==> src/rtl/serial_rx_in_pkg.sv <==
// Shared definitions for the serial_rx_in UART receiver.
package serial_rx_in_pkg;

  localparam int FRAME_BITS = 8;

  typedef enum logic [2:0] {
    IDLE,
    START,
    DATA,
    STOP,
    WAIT_IDLE
  } rx_state_e;

endpackage

==> src/rtl/serial_rx_sync.sv <==
// Two-flop synchronizer for the asynchronous rxd line; resets to the idle (high) level.
module serial_rx_sync (
  input  logic m_clock,
  input  logic p_reset,
  input  logic d_i,
  output logic q_o
);

  logic stage1_q;
  logic stage2_q;

  // Shift the raw input through two flops so only a settled value reaches the FSM.
  always_ff @(posedge m_clock or negedge p_reset) begin
    if (!p_reset) begin
      stage1_q <= 1'b1;
      stage2_q <= 1'b1;
    end else begin
      stage1_q <= d_i;
      stage2_q <= stage1_q;
    end
  end

  assign q_o = stage2_q;

endmodule

==> src/rtl/serial_rx_in.sv <==
// 8N1 UART receiver: mid-bit sampling, sticky rxready flag, one-cycle done pulse.
module serial_rx_in
  import serial_rx_in_pkg::*;
#(
  parameter int BAUD_DIV = 16
) (
  input  logic       m_clock,
  input  logic       p_reset,
  input  logic       rxd,
  input  logic       port_read,
  output logic       rxready,
  output logic [7:0] data,
  output logic       done
);

  localparam int CNT_W = $clog2(BAUD_DIV);
  localparam int BIT_W = $clog2(FRAME_BITS + 1);
  localparam logic [CNT_W-1:0] HALF_LAST = CNT_W'(BAUD_DIV / 2 - 1);
  localparam logic [CNT_W-1:0] FULL_LAST = CNT_W'(BAUD_DIV - 1);
  localparam logic [BIT_W-1:0] BIT_LAST  = BIT_W'(FRAME_BITS - 1);

  logic rxs;

  rx_state_e             state_q, state_d;
  logic [CNT_W-1:0]      cyc_q, cyc_d;
  logic [BIT_W-1:0]      bit_q, bit_d;
  logic [FRAME_BITS-1:0] shift_q, shift_d;
  logic [FRAME_BITS-1:0] data_q, data_d;
  logic                  done_q, done_d;
  logic                  rxready_q, rxready_d;
  logic                  complete;

  serial_rx_sync u_sync (
    .m_clock (m_clock),
    .p_reset (p_reset),
    .d_i     (rxd),
    .q_o     (rxs)
  );

  // State and datapath registers; reset aborts any frame in progress.
  always_ff @(posedge m_clock or negedge p_reset) begin
    if (!p_reset) begin
      state_q   <= IDLE;
      cyc_q     <= '0;
      bit_q     <= '0;
      shift_q   <= '0;
      data_q    <= '0;
      done_q    <= 1'b0;
      rxready_q <= 1'b0;
    end else begin
      state_q   <= state_d;
      cyc_q     <= cyc_d;
      bit_q     <= bit_d;
      shift_q   <= shift_d;
      data_q    <= data_d;
      done_q    <= done_d;
      rxready_q <= rxready_d;
    end
  end

  // Frame sequencing: start bit checked at its mid-point, then every BAUD_DIV cycles after that.
  always_comb begin
    state_d  = state_q;
    cyc_d    = cyc_q + CNT_W'(1);
    bit_d    = bit_q;
    shift_d  = shift_q;
    complete = 1'b0;

    case (state_q)
      IDLE: begin
        cyc_d = '0;
        bit_d = '0;
        if (!rxs) begin
          state_d = START;
        end
      end
      START: begin
        if (cyc_q == HALF_LAST) begin
          cyc_d   = '0;
          bit_d   = '0;
          state_d = rxs ? IDLE : DATA;
        end
      end
      DATA: begin
        if (cyc_q == FULL_LAST) begin
          cyc_d   = '0;
          shift_d = {rxs, shift_q[FRAME_BITS-1:1]};
          bit_d   = bit_q + BIT_W'(1);
          if (bit_q == BIT_LAST) begin
            state_d = STOP;
          end
        end
      end
      STOP: begin
        if (cyc_q == FULL_LAST) begin
          cyc_d = '0;
          if (rxs) begin
            complete = 1'b1;
            state_d  = IDLE;
          end else begin
            state_d = WAIT_IDLE;
          end
        end
      end
      WAIT_IDLE: begin
        cyc_d = '0;
        if (rxs) begin
          state_d = IDLE;
        end
      end
      default: begin
        cyc_d   = '0;
        state_d = IDLE;
      end
    endcase
  end

  // Output update: a completing byte always wins over a simultaneous port_read.
  always_comb begin
    data_d    = complete ? shift_q : data_q;
    done_d    = complete;
    rxready_d = complete | (rxready_q & ~port_read);
  end

  assign data    = data_q;
  assign done    = done_q;
  assign rxready = rxready_q;

endmodule

==> config.mk <==
export PLATFORM = sky130hd
export DESIGN_NAME = serial_rx_in
export DESIGN_NICKNAME = d
export VERILOG_FILES = /design/src/rtl/serial_rx_in_pkg.sv /design/src/rtl/serial_rx_sync.sv /design/src/rtl/serial_rx_in.sv
export SDC_FILE = /design/constraint.sdc
export NUM_CORES = 1
export LEC_CHECK = 0
export ABC_AREA = 1
export CORE_MARGIN = 2
export CORE_UTILIZATION = 50
export CTS_CLUSTER_DIAMETER = 50
export DETAILED_ROUTE_END_ITERATION = 8
export GPL_ROUTABILITY_DRIVEN = 0
export GPL_TIMING_DRIVEN = 0
export MAX_ROUTING_LAYER = met4
export PLACE_DENSITY = 0.74
export SLEW_MARGIN = 10
export SYNTH_ARGS = -nofsm -noshare
export SYNTH_HDL_FRONTEND = slang
export SYNTH_SLANG_ARGS = --single-unit
==> constraint.sdc <==
create_clock -name m_clock -period 1.4 [get_ports m_clock]
set_input_delay 0.21 -clock m_clock [delete_from_list [all_inputs] [get_ports m_clock]]
set_output_delay 0.21 -clock m_clock [all_outputs]
set_load 0.02 [all_outputs]
### Yosys cells after proc, flatten, opt, wreduce, memory -nomap -nowiden

Index checks and enable logic that the tools add are counted.

| word-level totals | value |
|---|---|
| bits of input ports | 4 |
| logic and storage cells | 51 |
| bits in registers | 31 |

| cells by class | value |
|---|---|
| reductions and logical operators | 6 |
| $add $sub $neg | 2 |
| eq/ne operators | 13 |
| mux-type cells | 18 |
| bitwise logic cells | 3 |

Operators by type and width:

| kind | count |
|---|---|
| $mux W3 | 7 |
| $mux W4 | 4 |
| $pmux W3 S5 | 1 |
| $pmux W4 S3 | 1 |
| $ne A2 B2 Y1 const B | 5 |
| $add A4 B1 Y4 const B | 2 |
| $eq A4 B3 Y1 const B | 2 |
| $pmux W4 S2 | 1 |
| $eq A3 B2 Y1 const B | 2 |
| $reduce_and A6 Y1 | 1 |
| $eq A4 B4 Y1 const B | 1 |
| $eq A3 B1 Y1 const B | 1 |
| $eq A3 B3 Y1 const B | 1 |
| $logic_not A3 Y1 | 1 |
| $mux W1 | 3 |
| $reduce_and A3 Y1 | 1 |
| $reduce_bool A3 Y1 | 1 |
| $mux W2 | 1 |
| $ne A2 B1 Y1 const B | 1 |
| $reduce_and A2 Y1 | 1 |
| $reduce_or A2 Y1 | 1 |
| $and A1 B1 Y1 | 1 |
| $not A1 Y1 | 1 |
| $or A1 B1 Y1 | 1 |

### Depth between registers and ports, before layout

Gate-level depths: netlist of the first run.

| depth | value |
|---|---|
| depth after elaboration | 4 |
| mapped depth | 8 |
| depth with buffers taken out | 8 |

### Hierarchy

A second synthesis of the first run with hierarchy kept.

| unflattened totals | value |
|---|---|
| cells, all modules | 148 |
| area, all modules | 1437.6 µm² |

Modules (own cells, without submodules):

| module | seq. area each (µm²) | instances | area an instance (µm²) | cells each |
|---|---|---|---|---|
| serial_rx_in | 725.7 | 1 | 1385.1 | 146 |
| serial_rx_sync | 52.6 | 1 | 52.6 | 2 |

### Worst setup path after synthesis of the first run

Ideal clock, no wire load.

| timing | value |
|---|---|
| path kind | flip-flop to flip-flop |
| start | reg cyc_q[0] |
| end | reg rxready_q (netlist: rxready) |
| path slack | 56 ps |
| data arrival time | 1215 ps |
| data required time | 1272 ps |
| stages on the path, launching flop included | 7 |
| path buffers | 1 |
| cells stage by stage | dfrtp_1 ha_1 nand3_2 clkinv_1 nand3_4 buf_6 o21ai_0 |

| between the ends | value |
|---|---|
| word-level cells in the longest chain between the ends | 4 |

Ends and longest elaborated chain:

| what | line | text |
|---|---|---|
| start: declaration | serial_rx_in.sv:25 | `logic [CNT_W-1:0] cyc_q, cyc_d;` |
| start signal: assignment | serial_rx_in.sv:52 | `cyc_q <= cyc_d;` |
| $eq A4 B4 Y1 | serial_rx_in.sv:95 | `if (cyc_q == FULL_LAST) begin` |
| $mux W1 | serial_rx_in.sv:95 |  |
| $mux W1 | serial_rx_in.sv:69 | `case (state_q)` |
| $or A1 B1 Y1 | serial_rx_in.sv:122 | `rxready_d = complete \| (rxready_q & ~port_read);` |
| net rxready_d | serial_rx_in.sv:30 | `logic rxready_q, rxready_d;` |
| end signal: assignment | serial_rx_in.sv:57 | `rxready_q <= rxready_d;` |
| end: declaration | serial_rx_in.sv:30 |  |

The timed path passes the listed nets, and every way through them passes these cells.
A chain may end at the register's enable or synchronous reset.

### Worst setup path after layout of the first run

Same ends and word-level chain as after synthesis.

==> impl_results.md, run 1 <==
* Synth-to-Final Area Change at 22.0%
* RR Endpoint: rxready
* Fin nets at 186
* Core Area at 0.00271 mm2
* Skew-Pair Late Insertion Delay at 330 ps
* Vias in the first global route at 1000
* Crit path depth at 6
* Antenna diodes at 0
* Num rows at 19
* Largest net degree at the start of global routing at 32
* LEAKAGE at 0.866 nW
* Register area share after synthesis at 55.0%
* Pwr dens at 1500 mW/mm2
* Worst VDD drop at 1110 uV
* Final Hold Viols at 0
* H-tree lvl count at 2
* First-pass GRT wire length at 4240 um
* Post-route ant nets at 0
* Layout cells sized above 1 at 23.9%
* Max-slew violations at 0
* Via count at 1076
* Drt wl/cell at 12.0 um
* Slowest-stage cell, CP: dfrtp_1
* Top Ports at 14
* Slew margin rel. at 55.4%
* Post-synth top area cell: dfrtp_1
* FF+latch count, synth at 31
* Post-detail-place hpwl at 1740 um
* Unrepaired setup endpoints after global routing: no
* Max Root-Sink Buffers at 2
* Syn avg cell area at 9.12 um2
* R2R Setup Slk at 80 ps
* Clk_skew at 12.3 ps
* Top cell by count, worst path: nand3_4
* Syn Inst Count at 155
* Total track usage at 17.9%
* Area post-placement at 0.00158 mm2
* Period utilization at 94.1%
* Worst setup EP type: flop
* Crit path buffers/inverters at 2
* CP max FO at 10
* Num CTS Buffers at 5
* Top-area cell type share of the netlist area at 51.3%
* Drt drc at 0
* Slew @ Worst Pin at 669 ps
* Crit. Startpoint: cyc_q[0]
* Maximum clock rate at 759 MHz
* Status: finished clean
* Most common cell after layout, fill and taps aside: nand2_1
* Yosys warning count at 0
* End of the critical path: rxready
* Die footprint at 0.00327 mm2
* CP Class: reg -> reg
* CTS tree: built
* Delay of the slowest cell on the worst path at 420 ps
* Startpoint types: flop
* Routed vias/inst at 5.10
* Die width at 57.2 um
* Die Y at 57.2 um
* Fin crit period at 1320 ps
* Worst path required time at 1610 ps
* Final setup viols at 0
* Post-synthesis cell type count at 23
* Clock root cell: clkbuf_4
* Worst-path clk slew at 80 ps
* Reg-to-Reg Start: cyc_q[0]
* CTS sink count at 31
* Tot Pwr at 0.00259 W
* Mapped Nets at 161
* Top cell family by delay on the critical path: flip-flops
* Overflow after GRT at 0
* CP Cell Sequence: ha_4 -> nand3_4 -> clkinv_2 -> nand3_4 -> buf_12 -> o21ai_0
* Initial antenna violation count at 0
* Synth area leaders: dfrtp_1, nand2_1, o21ai_2
* Detailed router's first-iteration violation count at 30
* Post-synthesis cell area at 0.00141 mm2
* DRT Wirelength at 2540 um
* Max_cap viols at 0
* DR pass1 iterations at 4
* I/O Buffers at 13
* Finished Cell Area at 0.00173 mm2
* Starting density of the core at 52.2%
* Arrival @ worst endpoint at 1530 ps
* R2R depth at 6
* Most frequent cells in the layout: nand2_1, dfrtp_1, inv_1, nor2_1, dlygate4sd2_1
* Hold crit path type: in -> reg
## report_power, final
group	leakage, nW	switching (W)	internal, W
Clock	0.0383	0.000290	0.000368
Sequential	0.418	0.000139	0.00100
Combinational	0.410	0.000482	0.000313
Total	0.866	0.000910	0.00168
## logic make-up after synthesis
family,Yosys count,share of synthesized area [%]
buf+inv,22,6.90
simple gates,77,25.7
flops,31,55.0
compound gates,22,10.0
fa+ha+maj,2,1.77
xor+xnor,1,0.620
## how the worst min path moves through the flow
stage,depth (start not counted),to,startpoint
4_1_cts,1,u_sync.stage1_q,rxd
3_5_place_dp,1,cyc_q[3],p_reset
5_1_grt,1,u_sync.stage1_q,rxd
3_3_place_gp,0,u_sync.q_o,u_sync.stage1_q
2_1_floorplan,0,bit_q[0],p_reset
6_report,1,u_sync.stage1_q,rxd
## per-stage QoR
step	hold WS (ps)	setup WS, ps	util, %	std cells	TNS (ps)
2_1_floorplan	-85.6	56.4	-	155	0
3_3_place_gp	346	-415	58.4	199	-12540
3_5_place_dp	289	-116	58.2	199	-564
4_1_cts	271	11.0	61.3	207	0
5_1_grt	277	8.93	63.7	211	0
6_report	285	82.6	63.7	211	0
## cell type report
| type | count | area [um2] |
|---|---|---|
| buffer | 2 | 31.3 |
| tap | 31 | 38.8 |
| inverter | 20 | 76.3 |
| fill | 236 | 985 |
| multi-input combinational | 102 | 576 |
| clock buffer | 6 | 41.3 |
| timing repair buffer | 18 | 153 |
| clock inverter | 1 | 30.0 |
| sequential | 31 | 779 |
## metal layers
metal / GRT usage [%] / vias up / part of all wire, %
li1: - / 539 / -
met1: 21.6 / 513 / 46
met2: 27.4 / 18 / 48
met3: 6.12 / 6 / 4.1
met4: 7.97 / 0 / 1.9
met5: - / - / 0
## flip-flops by register name, indices dropped and copies added (netlist names)
signal           count
bit_q                4
cyc_q                4
data                 8
done                 1
rxready              1
shift_q              8
state_q              3
u_sync.q_o           1
u_sync.stage1_q      1
## what timing repair did
item | in CTS | in global routing
buffers inserted | 0 | 4
resized for setup | 14 | 9
endpoints found under the hold margin | 29 | 0
hold buffers | 1 | 0
pin swaps | 1 | 6
endpoints found under the setup margin | 28 | 24
## cells in the mapped netlist
| cell type | instances |
|---|---|
| inv_1 | 17 |
| nand3_4 | 1 |
| nor3_1 | 2 |
| nand3_2 | 1 |
| dfstp_2 | 2 |
| nand2_2 | 3 |
| nor2_4 | 3 |
| o22ai_1 | 1 |
| o21ai_1 | 1 |
| nand3_1 | 7 |
| nand2_1 | 42 |
| buf_6 | 2 |
| xor2_1 | 1 |
| nor3b_1 | 2 |
| o21ai_2 | 8 |
| o21ai_0 | 9 |
| nor2_1 | 14 |
| nor2_2 | 2 |
| inv_2 | 2 |
| a21oi_1 | 3 |
| ha_1 | 2 |
| dfrtp_1 | 29 |
| clkinv_1 | 1 |
No activity file was read; power rests on OpenSTA's default activity.
==> inputs of run 2 (changes only) <==
--- a/config.mk
+++ b/config.mk
@@ -6,6 +6,7 @@
 export NUM_CORES = 1
 export LEC_CHECK = 0
 export ABC_AREA = 1
+export CAP_MARGIN = 20
 export CORE_MARGIN = 2
 export CORE_UTILIZATION = 50
 export CTS_CLUSTER_DIAMETER = 50
==> constraint.sdc (replaced) <==
create_clock -name m_clock -period 1.4 [get_ports m_clock]
set_input_delay 0.28 -clock m_clock [delete_from_list [all_inputs] [get_ports m_clock]]
set_output_delay 0.28 -clock m_clock [all_outputs]
set_load 0.02 [all_outputs]
==> results of run 2 <==
The final DEF is identical to that of run 1. Status: finished clean.
Among the figures that moved: clock-pin slew on the worst setup and hold paths 80 ps -> 100 ps; setup slack after layout 82.6 ps -> 72.4 ps; hold slack 285 ps -> 355 ps; start point of the critical path cyc_q[0] -> data[1]; end point of the critical path rxready -> data[1]
==> inputs of run 3 (changes only) <==
--- a/config.mk
+++ b/config.mk
@@ -13,6 +13,7 @@
 export DETAILED_ROUTE_END_ITERATION = 8
 export GPL_ROUTABILITY_DRIVEN = 0
 export GPL_TIMING_DRIVEN = 0
+export HOLD_SLACK_MARGIN = 0.15
 export MAX_ROUTING_LAYER = met4
 export PLACE_DENSITY = 0.74
 export SLEW_MARGIN = 10
==> results of run 3 <==
The final DEF is identical to that of run 1. Status: finished clean.
Among the figures that moved: clock-pin slew on the worst setup and hold paths 80 ps -> 100 ps; setup slack after layout 82.6 ps -> 72.4 ps; hold slack 285 ps -> 355 ps; start point of the critical path cyc_q[0] -> data[1]; end point of the critical path rxready -> data[1]
